<file path="config.mk">
export PLATFORM = sky130hd
export DESIGN_NAME = q_argmax_ctrl
export DESIGN_NICKNAME = d
export VERILOG_FILES = /design/src/rtl/q_pkg.sv /design/src/rtl/q_cmp_stage.sv /design/src/rtl/q_argmax_ctrl.sv
export SDC_FILE = /design/constraint.sdc
export NUM_CORES = 1
export LEC_CHECK = 0
export CAP_MARGIN = 20
export CORE_MARGIN = 5
export CORE_UTILIZATION = 35
export DETAILED_ROUTE_END_ITERATION = 8
export HOLD_SLACK_MARGIN = 0.12
export RECOVER_POWER = 25
export SLEW_MARGIN = 10
export SYNTH_ARGS = -nofsm -noshare
export SYNTH_HDL_FRONTEND = slang
export SYNTH_SLANG_ARGS = --single-unit
</file>
<file path="constraint.sdc">
create_clock -name clk -period 7.45 [get_ports clk]
set_clock_uncertainty 0.2 [all_clocks]
set_input_delay 1.1175 -clock clk [delete_from_list [all_inputs] [get_ports clk]]
set_output_delay 1.1175 -clock clk [all_outputs]
set_load 0.005 [all_outputs]
</file>
<file path="src/rtl/q_pkg.sv">
// rtl/q_pkg.sv - shared widths, sentinel index and FSM encoding for the Q-argmax controller
package q_pkg;

    localparam int Q_W     = 16;
    localparam int N_CELLS = 9;
    localparam int IDX_W   = 4;

    localparam logic [IDX_W-1:0] NO_MOVE_IDX = 4'hF;

    typedef enum logic [1:0] {
        ST_IDLE  = 2'd0,
        ST_SCAN  = 2'd1,
        ST_DRAIN = 2'd2,
        ST_DONE  = 2'd3
    } state_t;

endpackage

</file>
<file path="src/rtl/q_cmp_stage.sv">
// rtl/q_cmp_stage.sv - running-maximum candidate register with lowest-index tie break
//
// Ports:
//   clk, rst_n       clock, asynchronous active-low reset
//   clear            drop the current candidate (start of a new scan)
//   valid            value/index present a legal cell this cycle
//   value, index     cell Q-value (unsigned) and its cell index
//   best_val         best value including this cycle's input
//   best_idx         index of best_val (NO_MOVE_IDX when nothing found)
//   found            at least one legal cell seen, including this cycle
module q_cmp_stage #(
    parameter int Q_W   = q_pkg::Q_W,
    parameter int IDX_W = q_pkg::IDX_W
) (
    input  logic             clk,
    input  logic             rst_n,
    input  logic             clear,
    input  logic             valid,
    input  logic [Q_W-1:0]   value,
    input  logic [IDX_W-1:0] index,
    output logic [Q_W-1:0]   best_val,
    output logic [IDX_W-1:0] best_idx,
    output logic             found
);

    import q_pkg::*;

    logic [Q_W-1:0]   cand_val_q, cand_val_d;
    logic [IDX_W-1:0] cand_idx_q, cand_idx_d;
    logic             found_q,    found_d;
    logic             take;

    // First legal cell is taken regardless of value; later ones only when
    // strictly greater, so equal values keep the earlier (lower) index.
    assign take = valid && (!found_q || (value > cand_val_q));

    // Outputs already merge the current input so the controller can latch the
    // final result in the same cycle the last data word arrives.
    always_comb begin
        best_val = take ? value : cand_val_q;
        best_idx = take ? index : cand_idx_q;
        found    = found_q | valid;
    end

    always_comb begin
        cand_val_d = best_val;
        cand_idx_d = best_idx;
        found_d    = found;
        if (clear) begin
            cand_val_d = '0;
            cand_idx_d = NO_MOVE_IDX;
            found_d    = 1'b0;
        end
    end

    always_ff @(posedge clk or negedge rst_n) begin
        if (!rst_n) begin
            cand_val_q <= '0;
            cand_idx_q <= NO_MOVE_IDX;
            found_q    <= 1'b0;
        end else begin
            cand_val_q <= cand_val_d;
            cand_idx_q <= cand_idx_d;
            found_q    <= found_d;
        end
    end

endmodule

</file>
<file path="src/rtl/q_argmax_ctrl.sv">
// rtl/q_argmax_ctrl.sv - scans Q-memory over legal cells and reports the argmax action
//
// Ports:
//   clk, rst_n       clock, asynchronous active-low reset
//   start            request one scan (ignored while busy)
//   board_occ        occupied mask, bit i=1 makes action i illegal
//   q_rd_en, q_addr  Q-memory read strobe and cell address
//   q_rdata          Q-memory data, valid one cycle after q_rd_en
//   busy             scan in progress (through the done cycle)
//   done             one-cycle completion pulse
//   best_idx, best_q selected action and its Q-value
//   no_move          no legal action was available
module q_argmax_ctrl #(
    parameter int Q_W     = q_pkg::Q_W,
    parameter int N_CELLS = q_pkg::N_CELLS
) (
    input  logic                    clk,
    input  logic                    rst_n,
    input  logic                    start,
    input  logic [N_CELLS-1:0]      board_occ,
    output logic                    q_rd_en,
    output logic [q_pkg::IDX_W-1:0] q_addr,
    input  logic [Q_W-1:0]          q_rdata,
    output logic                    busy,
    output logic                    done,
    output logic [q_pkg::IDX_W-1:0] best_idx,
    output logic [Q_W-1:0]          best_q,
    output logic                    no_move
);

    import q_pkg::*;

    localparam logic [IDX_W-1:0] LAST_IDX = IDX_W'(N_CELLS - 1);

    state_t             state_q,   state_d;
    logic [IDX_W-1:0]   cnt_q,     cnt_d;
    logic [N_CELLS-1:0] occ_q,     occ_d;
    logic               rd_vld_q,  rd_vld_d;
    logic [IDX_W-1:0]   rd_idx_q,  rd_idx_d;
    logic [IDX_W-1:0]   res_idx_q, res_idx_d;
    logic [Q_W-1:0]     res_val_q, res_val_d;
    logic               no_move_q, no_move_d;

    logic               cmp_clear;
    logic               cmp_valid;
    logic [Q_W-1:0]     cmp_best_val;
    logic [IDX_W-1:0]   cmp_best_idx;
    logic               cmp_found;

    assign cmp_clear = (state_q == ST_IDLE) && start;
    // rd_vld_q/rd_idx_q track the read issued last cycle, which lines up with
    // q_rdata; the occupancy mask latched at start decides legality.
    assign cmp_valid = rd_vld_q && !occ_q[rd_idx_q];

    q_cmp_stage #(
        .Q_W   (Q_W),
        .IDX_W (IDX_W)
    ) u_cmp (
        .clk      (clk),
        .rst_n    (rst_n),
        .clear    (cmp_clear),
        .valid    (cmp_valid),
        .value    (q_rdata),
        .index    (rd_idx_q),
        .best_val (cmp_best_val),
        .best_idx (cmp_best_idx),
        .found    (cmp_found)
    );

    always_comb begin
        state_d   = state_q;
        cnt_d     = cnt_q;
        occ_d     = occ_q;
        rd_vld_d  = 1'b0;
        rd_idx_d  = cnt_q;
        res_idx_d = res_idx_q;
        res_val_d = res_val_q;
        no_move_d = no_move_q;
        case (state_q)
            ST_IDLE: begin
                cnt_d = '0;
                if (start) begin
                    occ_d   = board_occ;
                    state_d = ST_SCAN;
                end
            end
            ST_SCAN: begin
                rd_vld_d = 1'b1;
                if (cnt_q == LAST_IDX) begin
                    cnt_d   = '0;
                    state_d = ST_DRAIN;
                end else begin
                    cnt_d = cnt_q + 1'b1;
                end
            end
            ST_DRAIN: begin
                // Final data word is on q_rdata now; the comparator's merged
                // outputs already include it, so the result becomes visible
                // exactly in the done cycle.
                state_d   = ST_DONE;
                res_idx_d = cmp_found ? cmp_best_idx : NO_MOVE_IDX;
                res_val_d = cmp_found ? cmp_best_val : '0;
                no_move_d = !cmp_found;
            end
            ST_DONE: begin
                state_d = ST_IDLE;
            end
            default: begin
                state_d = ST_IDLE;
            end
        endcase
    end

    always_ff @(posedge clk or negedge rst_n) begin
        if (!rst_n) begin
            state_q   <= ST_IDLE;
            cnt_q     <= '0;
            occ_q     <= '0;
            rd_vld_q  <= 1'b0;
            rd_idx_q  <= '0;
            res_idx_q <= NO_MOVE_IDX;
            res_val_q <= '0;
            no_move_q <= 1'b0;
        end else begin
            state_q   <= state_d;
            cnt_q     <= cnt_d;
            occ_q     <= occ_d;
            rd_vld_q  <= rd_vld_d;
            rd_idx_q  <= rd_idx_d;
            res_idx_q <= res_idx_d;
            res_val_q <= res_val_d;
            no_move_q <= no_move_d;
        end
    end

    assign q_rd_en  = (state_q == ST_SCAN);
    assign q_addr   = q_rd_en ? cnt_q : '0;
    assign busy     = (state_q != ST_IDLE);
    assign done     = (state_q == ST_DONE);
    assign best_idx = res_idx_q;
    assign best_q   = res_val_q;
    assign no_move  = no_move_q;

endmodule

</file>
==> qor.yml, run 1 <==
use_met2: 0.233
ys_types: 37
dp_hpwl_um: 5460
grt_pass1_wl_um: 14800
fin_cells: 545
reg2reg_from: "u_cmp.cand_val_q[15]"
drt_iter0_drc: 144
critPathRequiredTime_ns: 7.52
synthCells: 362
synth-seq-cells: 62
antenna_found_initial: 0
failed_checks: "max-capacitance violations, max-slew violations"
finalSetupViolations: 0
worstSetupStartpointType: "input port"
wl_per_cell_um: 15.5
cts.sinks: 62
p_int_mw: 1.00
pwr-share-comb: 0.477
syn_to_final_growth_pct: 23.4
path_delay_family: "simple AND/OR/NAND/NOR gates"
cts_made_buffers: 9
drc: 0
critical_path.reg2reg.endpoint: "best_idx[2]"
fin_hold_ws_ns: 0.238
die_area_um2: 12200
tns_ns: 0
endpoint_kind: "flop"
p_leak_nw: 1.78
gr-usage-met3: 0.0476
pre_cts_slack_ns: 2.80
power_mw: 1.70
ios: 56
cts_tree: "yes"
power_switching_mw: 0.696
drive_above_1_share: 0.170
grt_pass1_vias: 3020
cts_root_buffer: "clkbuf_8"
path_class: "input port to flop"
num_antenna_cells: 0
cp_num_buf_inv: 2
hold_class: "flop to flop"
max-cap-violations: 1
rsz0062_at_grt: "false"
gp_congestion: 0.828
finalInstanceArea_um2: 4360
dpl_cell_area_um2: 4150
cts_resized: 0
avgSynthCellArea_um2: 9.75
hold_depth: 0
wirelength_um: 8450
clk_pin_slew_worst_paths_ns: 0.07
slowest_delay_ns: 0.61
dr.pass1.iters: 4
timing.fmax_ghz: 0.235
finalCritPeriodShare: 0.571
busiest_layer: "met2"
dpl.cell_count: 529
peakVddDrop_mv: 0.172
critPathLaunch: "q_rdata[15]"
fin_util: 0.444
rr_worst_depth: 9
grt_overflow_total: 0
rows: 36
grtUsageMet1: 0.191
viasPerCell: 5.28
switching_share: 0.410
detail-route-antenna-nets: 0
portBuffers: 55
ys_seq_area_frac: 0.442
syn_area_um2: 3530
vias: 2879
hold_path_end: "rd_idx_q[3]"
slew_viol_final: 63
final-hold-violation-count: 0
slowest_stage: "or4_4"
tightest_slew_ns: 3.39
path_max_fanout: 23
slew_headroom: -1.26
coreArea_um2: 9820
worst-r2r-setup-slack_ns: 4.01
worst_hold_startpoint: "cnt_q[3]"
dieHeight_um: 110
cp_cell_sequence: "clkdlybuf4s50_1 > ha_1 > nand4_1 > or4_4 > nor3_4 > nand2b_1 > buf_4 > o21ai_1 > a31oi_1"
layout.nets: 458
grt_max_degree: 63
cts_setup_buffers: 0
start_util: 0.360
clockBufferDepth: 2
fin_ws_ns: 3.19
period_needed_ns: 4.26
seq_power_share: 0.331
dieWidth_um: 110
clk_latency_ns: 0.35
pwr-share-clk: 0.192
synthesis.nets: 413
ys_warn_count: 0
final_cell_mix: "54 x dfrtp_1, 54 x clkdlybuf4s50_1, 42 x nand3_1"
cts_max_level: 3
crit_arrival_ns: 4.33
postCtsHoldBufs: 0
power_density_nw_per_um2: 389
track_usage: 0.145
status: "finished, violations left"
==> worst reg2reg max path, cell delays in order, from the launching register on <==
cell	delay [ns]
dfrtp_1	0.40
inv_1	0.06
ha_1	0.30
nand4_1	0.18
or4_4	0.61
nor3_4	0.22
nand2b_1	0.60
buf_4	0.44
o21ai_1	0.14
a31oi_1	0.21
==> cell usage after synthesis <==
cell,n,area share
or4_4,1,0.0032
o2111ai_1,16,0.040
buf_4,2,0.0043
buf_2,12,0.017
o41ai_1,1,0.0025
o21a_1,1,0.0021
dfstp_2,8,0.060
or2_1,1,0.0018
nand2b_1,2,0.0035
nor3_2,1,0.0028
nand2_1,39,0.041
nor2_1,8,0.0085
dfrtp_1,54,0.38
a21oi_2,17,0.042
a21oi_1,6,0.0085
inv_1,39,0.041
a22oi_1,1,0.0021
or4b_2,1,0.0028
nor4b_2,1,0.0043
o21ai_0,11,0.016
a31oi_1,5,0.0089
mux2i_1,1,0.0028
ha_1,23,0.082
o221ai_1,16,0.040
buf_12,2,0.011
nor2b_1,3,0.0053
o21ai_1,5,0.0071
o21ai_2,16,0.040
clkbuf_1,9,0.0096
mux4_2,2,0.013
a22o_1,2,0.0050
nand4_1,3,0.0053
nand3_1,42,0.060
o21bai_1,1,0.0021
buf_6,2,0.0064
nor3_4,1,0.0046
and2_1,7,0.012
==> routing by layer <==
metal,vias up,part of all wire
li1,1387,-
met1,1413,0.47
met2,71,0.47
met3,8,0.047
met4,0,0.0083
met5,-,0
==> cell type report <==
| type | instances | area (um^2) |
|---|---|---|
| multi-input combinational | 234 | 1660 |
| sequential | 62 | 1560 |
| clock inverter | 6 | 86.3 |
| timing repair buffer | 61 | 607 |
| tap | 133 | 166 |
| fill | 1017 | 5460 |
| inverter | 39 | 146 |
| clock buffer | 10 | 128 |
==> sequential cells by signal, summed over array words and instances (netlist names) <==
name,cells
best_q,16
u_cmp.cand_val_q,16
occ_q,9
best_idx,4
cnt_q,4
rd_idx_q,4
u_cmp.cand_idx_q,4
state_q,2
no_move,1
rd_vld_q,1
u_cmp.found_q,1
==> power by group through the flow <==
stage	sequential (mW)	clock, mW	combinational, mW
2_1_floorplan	0.551	0	0.580
3_3_place_gp	0.565	0	0.776
3_5_place_dp	0.568	0	0.814
4_1_cts	0.563	0.333	0.819
5_1_grt	0.578	0.351	0.902
6_report	0.562	0.325	0.810
==> how the worst max path moves through the flow <==
stage                             end  cells after the start
final                     best_idx[2]                      9
after global routing      rd_idx_q[2]                      2
after CTS                   best_q[8]                      8
after detailed placement    best_q[8]                      8
after global placement      best_q[2]                      8
after floorplan            best_q[10]                      8
==> logic make-up (layout without fill, tap and decap cells) <==
| family | Yosys count | after routing | share of synthesized area |
|---|---|---|---|
| buffers and inverters | 66 | 116 | 0.0900 |
| AND/OR/NAND/NOR | 110 | 110 | 0.156 |
| AO/OA/AOI/OAI | 98 | 98 | 0.215 |
| multiplexers | 3 | 3 | 0.0156 |
| flip-flops | 62 | 62 | 0.442 |
| adder cells (fa/ha/maj) | 23 | 23 | 0.0815 |
(Power assumes the default switching activity.)
==> run 2: changes to the inputs <==
clock period = 3.85 ns   (was 7.45 ns; I/O delays follow)
==> qor.yml, run 2 (synthesis gave the netlist of run 1 again) <==
grt_pass1_wl_um: 14800  # about the same
drc: 0  # unchanged
finalSetupViolations: 0  # unchanged
final-hold-violation-count: 0  # unchanged
hold_class: "flop to flop"  # unchanged
dr.pass1.iters: 4  # unchanged
reg2reg_from: "u_cmp.cand_val_q[11]"  # was u_cmp.cand_val_q[15]
path_delay_family: "buffers and inverters"  # was simple AND/OR/NAND/NOR gates
clk_pin_slew_worst_paths_ns: 0.07  # about the same
dieWidth_um: 110  # unchanged
grt_pass1_vias: 2976  # was 3,020
period_needed_ns: 3.40
start_util: 0.360  # unchanged
finalCritPeriodShare: 0.882
drive_above_1_share: 0.175  # was 0.170
cts_tree: "yes"  # unchanged
cts_made_buffers: 9  # unchanged
slowest_stage: "nor4b_4"  # was or4_4
drt_iter0_drc: 105  # was 144
crit_arrival_ns: 3.45  # was 4.33 ns
pwr-share-clk: 0.214  # was 0.192
antenna_found_initial: 0  # unchanged
portBuffers: 55  # unchanged
path_class: "input port to flop"  # unchanged
power_switching_mw: 1.32  # was 0.696 mW
layout.nets: 462  # was 458
detail-route-antenna-nets: 0  # unchanged
failed_checks: "max-capacitance violations, max-slew violations"  # unchanged
num_antenna_cells: 0  # unchanged
endpoint_kind: "flop"  # unchanged
worstSetupEndpoint: "best_q[12]"  # was best_idx[2]
pwr-share-comb: 0.461  # was 0.477
critPathRequiredTime_ns: 3.90  # was 7.52 ns
tightest_slew_ns: 2.01  # was 3.39 ns
grt_max_degree: 56  # was 63
worst-r2r-setup-slack_ns: 0.76  # was 4.01 ns
path_max_fanout: 22  # was 23
wl_per_cell_um: 15.1  # was 15.5 um
clockBufferDepth: 2  # unchanged
rows: 36  # unchanged
die_area_um2: 12200  # unchanged
power_density_nw_per_um2: 762  # was 389 nW/um^2
viasPerCell: 5.17  # was 5.28
seq_power_share: 0.324  # was 0.331
wirelength_um: 8280  # was 8450 um
cp_num_buf_inv: 3  # was 2
vias: 2838  # was 2,879
p_leak_nw: 1.81  # was 1.78 nW
crit_cells: 9  # unchanged
slew_viol_final: 37  # was 63
max-cap-violations: 1  # unchanged
dp_hpwl_um: 5700  # was 5460 um
status: "finished, violations left"  # unchanged
finalInstanceArea_um2: 4410  # was 4360 um^2
final_cell_mix: "54 x dfrtp_1, 54 x clkdlybuf4s50_1, 42 x nand3_1"  # unchanged
cts.sinks: 62  # unchanged
cts_setup_buffers: 0  # unchanged
dpl_cell_area_um2: 4160  # was 4150 um^2
worstSetupStartpointType: "input port"  # unchanged
track_usage: 0.146  # was 0.145
switching_share: 0.394  # was 0.410
p_int_mw: 2.03  # was 1.00 mW
gp_congestion: 0.774  # was 0.828
postCtsHoldBufs: 0  # unchanged
syn_to_final_growth_pct: 24.8  # was 23.4%
rr_worst_depth: 9  # unchanged
ios: 56  # unchanged
cts_root_buffer: "clkbuf_8"  # unchanged
cp_cell_sequence: "clkdlybuf4s50_1 > ha_1 > nand4_1 > inv_1 > a22oi_1 > nor4b_4 > buf_4 > o2111ai_1 > o221ai_1"  # was clkdlybuf4s50_1 > ha_1 > nand4_1 > or4_4 > nor3_4 > nand2b_1 > buf_4 > o21ai_1 > a31oi_1
grt_overflow_total: 0  # unchanged
dieHeight_um: 110  # unchanged
slowest_delay_ns: 0.82  # was 0.61 ns
rsz0062_at_grt: "false"  # unchanged
timing.fmax_ghz: 0.294
tns_ns: 0  # unchanged
cts_max_level: 3  # unchanged
coreArea_um2: 9820  # unchanged
critical_path.reg2reg.endpoint: "best_q[12]"  # was best_idx[2]
cts_resized: 0  # unchanged
clk_latency_ns: 0.34  # was 0.35 ns
slew_headroom: -0.343  # was -1.26
peakVddDrop_mv: 0.306  # was 0.172 mV
critPathLaunch: "q_rdata[15]"  # unchanged
-- run 2: cell count changes in the layout (fill, tap and decap cells not counted), sizes merged --
cell and change:
bufinv +1, clkbuf +3, clkinvlp -1, clkinv -3
buf +4
-- run 2: per-layer routing --
metal / up-vias / track usage / wire (um)
li1: 1388 / - / -
met1: 1362 / 0.195 / 3900
met2: 78 / 0.231 / 3860
met3: 10 / 0.0388 / 422
met4: 0 / 0.0419 / 96
met5: - / 0 / 0
-- run 2: worst min path at each step --
stage,cells past startpoint,end,slack [ns],from
global placement,0,rd_idx_q[3],0.23,cnt_q[3]
CTS,1,no_move,0.15,rst_n
global route,2,occ_q[5],0.29,occ_q[5]
finish,0,rd_idx_q[3],0.26,cnt_q[3]
floorplan,0,best_q[0],0.08,rst_n
detailed placement,0,rd_idx_q[3],0.24,cnt_q[3]
-- run 2: layout make-up --
cell class	instances	area (um^2)
Clock buffer	13	159
Clock inverter	3	90.1
Fill cell	987	5410
Inverter	39	146
Multi-Input combinational cell	234	1660
Sequential cell	62	1560
Tap cell	133	166
Timing Repair Buffer	65	619
-- run 2: power by group through the flow --
stage	Clock, mW	Combinational [mW]	Sequential, mW
6_report	0.719	1.55	1.09
5_1_grt	0.767	1.74	1.12
4_1_cts	0.742	1.57	1.09
3_5_place_dp	0	1.56	1.10
3_3_place_gp	0	1.54	1.09
2_1_floorplan	0	1.12	1.07
-- run 2: metrics by stage --
| step | hold slack (ns) | util | worst slack, ns | total power [mW] | instances |
|---|---|---|---|---|---|
| after floorplan | 0.0819 | - | 1.15 | 2.19 | 362 |
| after global placement | 0.234 | 0.423 | 0.195 | 2.63 | 533 |
| after detailed placement | 0.238 | 0.423 | 0.116 | 2.66 | 533 |
| after CTS | 0.153 | 0.449 | 0.459 | 3.40 | 549 |
| after global routing | 0.293 | 0.449 | 0.167 | 3.64 | 549 |
| final | 0.257 | 0.449 | 0.454 | 3.36 | 549 |
==> run 3: changes to the inputs <==
CTS_BUF_LIST = sky130_fd_sc_hd__clkbuf_4   (was default)
CTS_CLUSTER_DIAMETER = 50   (was default)
==> qor.yml, run 3 (synthesis gave the netlist of run 1 again) <==
cts_max_level: 3  # unchanged
rr_worst_depth: 9  # unchanged
cts_resized: 0  # unchanged
cts_tree: "yes"  # unchanged
wl_per_cell_um: 14.9  # was 15.1 um
drc: 0  # unchanged
max-cap-violations: 1  # unchanged
grt_pass1_wl_um: 14700  # was 14,800 um
num_antenna_cells: 0  # unchanged
finalSetupViolations: 0  # unchanged
grt_pass1_vias: 2968  # was 2,976
path_class: "input port to flop"  # unchanged
layout.nets: 463  # was 462
clk_latency_ns: 0.41  # was 0.34 ns
cts_setup_buffers: 0  # unchanged
reg2reg_from: "u_cmp.cand_val_q[11]"  # unchanged
slew_viol_final: 37  # unchanged
dr.pass1.iters: 5  # was 4
detail-route-antenna-nets: 0  # unchanged
final-hold-violation-count: 0  # unchanged
postCtsHoldBufs: 1  # was 0
antenna_found_initial: 0  # unchanged
timing.fmax_ghz: 0.300  # was 0.294 GHz
syn_to_final_growth_pct: 23.1  # was 24.8%
die_area_um2: 12200  # unchanged
use_met2: 0.228  # was 0.231
grt_overflow_total: 0  # unchanged
p_leak_nw: 1.78  # was 1.81 nW
final_cell_mix: "54 x dfrtp_1, 54 x clkdlybuf4s50_1, 42 x nand3_1"  # unchanged
critPathLaunch: "q_rdata[15]"  # unchanged
start_util: 0.360  # unchanged
critical_path.reg2reg.endpoint: "best_q[0]"  # was best_q[12]
critPathRequiredTime_ns: 3.97  # was 3.90 ns
hold_class: "flop to flop"  # unchanged
cts.sinks: 62  # unchanged
peakVddDrop_mv: 0.303  # was 0.306 mV
worst-r2r-setup-slack_ns: 0.75  # was 0.76 ns
wirelength_um: 8200  # was 8280 um
worstSetupEndpoint: "best_q[0]"  # was best_q[12]
vias: 2807  # was 2,838
crit_arrival_ns: 3.45  # about the same
ios: 56  # unchanged
cts_root_buffer: "clkbuf_4"  # was clkbuf_8
finalCritPeriodShare: 0.866  # was 0.882
portBuffers: 55  # unchanged
grtUsageMet1: 0.195  # about the same
tns_ns: 0  # unchanged
rows: 36  # unchanged
slew_headroom: -0.353  # was -0.343
regArea_um2: 1560  # unchanged
multi_input_area_um2: 1660  # unchanged
n_fill_cell: 998  # was 987
dp_hpwl_um: 5700  # unchanged
drive_above_1_share: 0.175  # about the same
clockBufferDepth: 2  # unchanged
tightest_slew_ns: 2.03  # was 2.01 ns
endpoint_kind: "flop"  # unchanged
clk_pin_slew_worst_paths_ns: 0.10  # was 0.07 ns
status: "finished, violations left"  # unchanged
coreArea_um2: 9820  # unchanged
power_density_nw_per_um2: 737  # was 762 nW/um^2
worstSetupStartpointType: "input port"  # unchanged
gr-usage-met3: 0.0454  # was 0.0388
path_max_fanout: 22  # unchanged
failed_checks: "max-capacitance violations, max-slew violations"  # unchanged
busiest_layer: "met2"  # unchanged
dieWidth_um: 110  # unchanged
gp_congestion: 0.774  # unchanged
grt_max_degree: 56  # unchanged
fin_hold_ws_ns: 0.263  # was 0.257 ns
viasPerCell: 5.10  # was 5.17
drt_iter0_drc: 101  # was 105
cts_made_buffers: 9  # unchanged
dieHeight_um: 110  # unchanged
period_needed_ns: 3.33  # was 3.40 ns
rsz0062_at_grt: "false"  # unchanged
track_usage: 0.144  # was 0.146
## run 3: cell count changes in the layout (fill, tap and decap cells not counted)
cell / change
dlygate4sd3_1: +1
clkinv_1: +2
clkbuf_8: -11
clkbuf_4: +11
clkbuf_1: -2
## run 3: layout make-up
class                   count  area share
inverters                  39      0.0337
clock buffers              11      0.0190
repair buffers             66       0.145
well taps                 133      0.0383
clock inverters             5      0.0225
flip-flops and latches     62       0.359
multi-input cells         234       0.383
## run 3: routing by layer
| layer | wire length (um) | vias to the layer above | part of all wire |
|---|---|---|---|
| met1 | 3940 | 1329 | 0.48 |
| met4 | 70 | 0 | 0.0085 |
| met3 | 430 | 10 | 0.052 |
| met2 | 3760 | 69 | 0.46 |
| met5 | 0 | - | 0 |
| li1 | - | 1399 | - |
## run 3: how the worst min path moves through the flow
stage                  start          end  slack [ns]  cells past startpoint
finish              cnt_q[3]  rd_idx_q[3]        0.26                      0
global route        occ_q[5]     occ_q[5]        0.30                      2
CTS                 cnt_q[3]  rd_idx_q[3]        0.26                      0
detailed placement  cnt_q[3]  rd_idx_q[3]        0.24                      0
global placement    cnt_q[3]  rd_idx_q[3]        0.23                      0
floorplan              rst_n    best_q[0]        0.08                      0
## run 3: power by group
group / internal [mW] / switching, mW / total [mW]
Combinational: 0.647 / 0.898 / 1.54
Sequential: 0.920 / 0.166 / 1.09
Clock: 0.340 / 0.235 / 0.575
Total: 1.91 / 1.30 / 3.21
## run 3: worst max-delay path: stages
cell,delay [ns]
clkdlybuf4s50_1,0.48
ha_1,0.35
nand4_1,0.16
inv_1,0.06
a22oi_1,0.21
nor4b_4,0.83
buf_4,0.47
o2111ai_1,0.17
o221ai_1,0.13
## run 3: metrics by stage
step	setup slack, ns	cell area (um^2)	total power, mW	util	std cells
CTS	0.544	4350	3.26	0.443	550
global route	0.253	4350	3.49	0.443	550
detailed placement	0.116	4160	2.66	0.423	533
global placement	0.195	4160	2.63	0.423	533
floorplan	1.15	3530	2.19	-	362
finish	0.515	4350	3.21	0.443	550
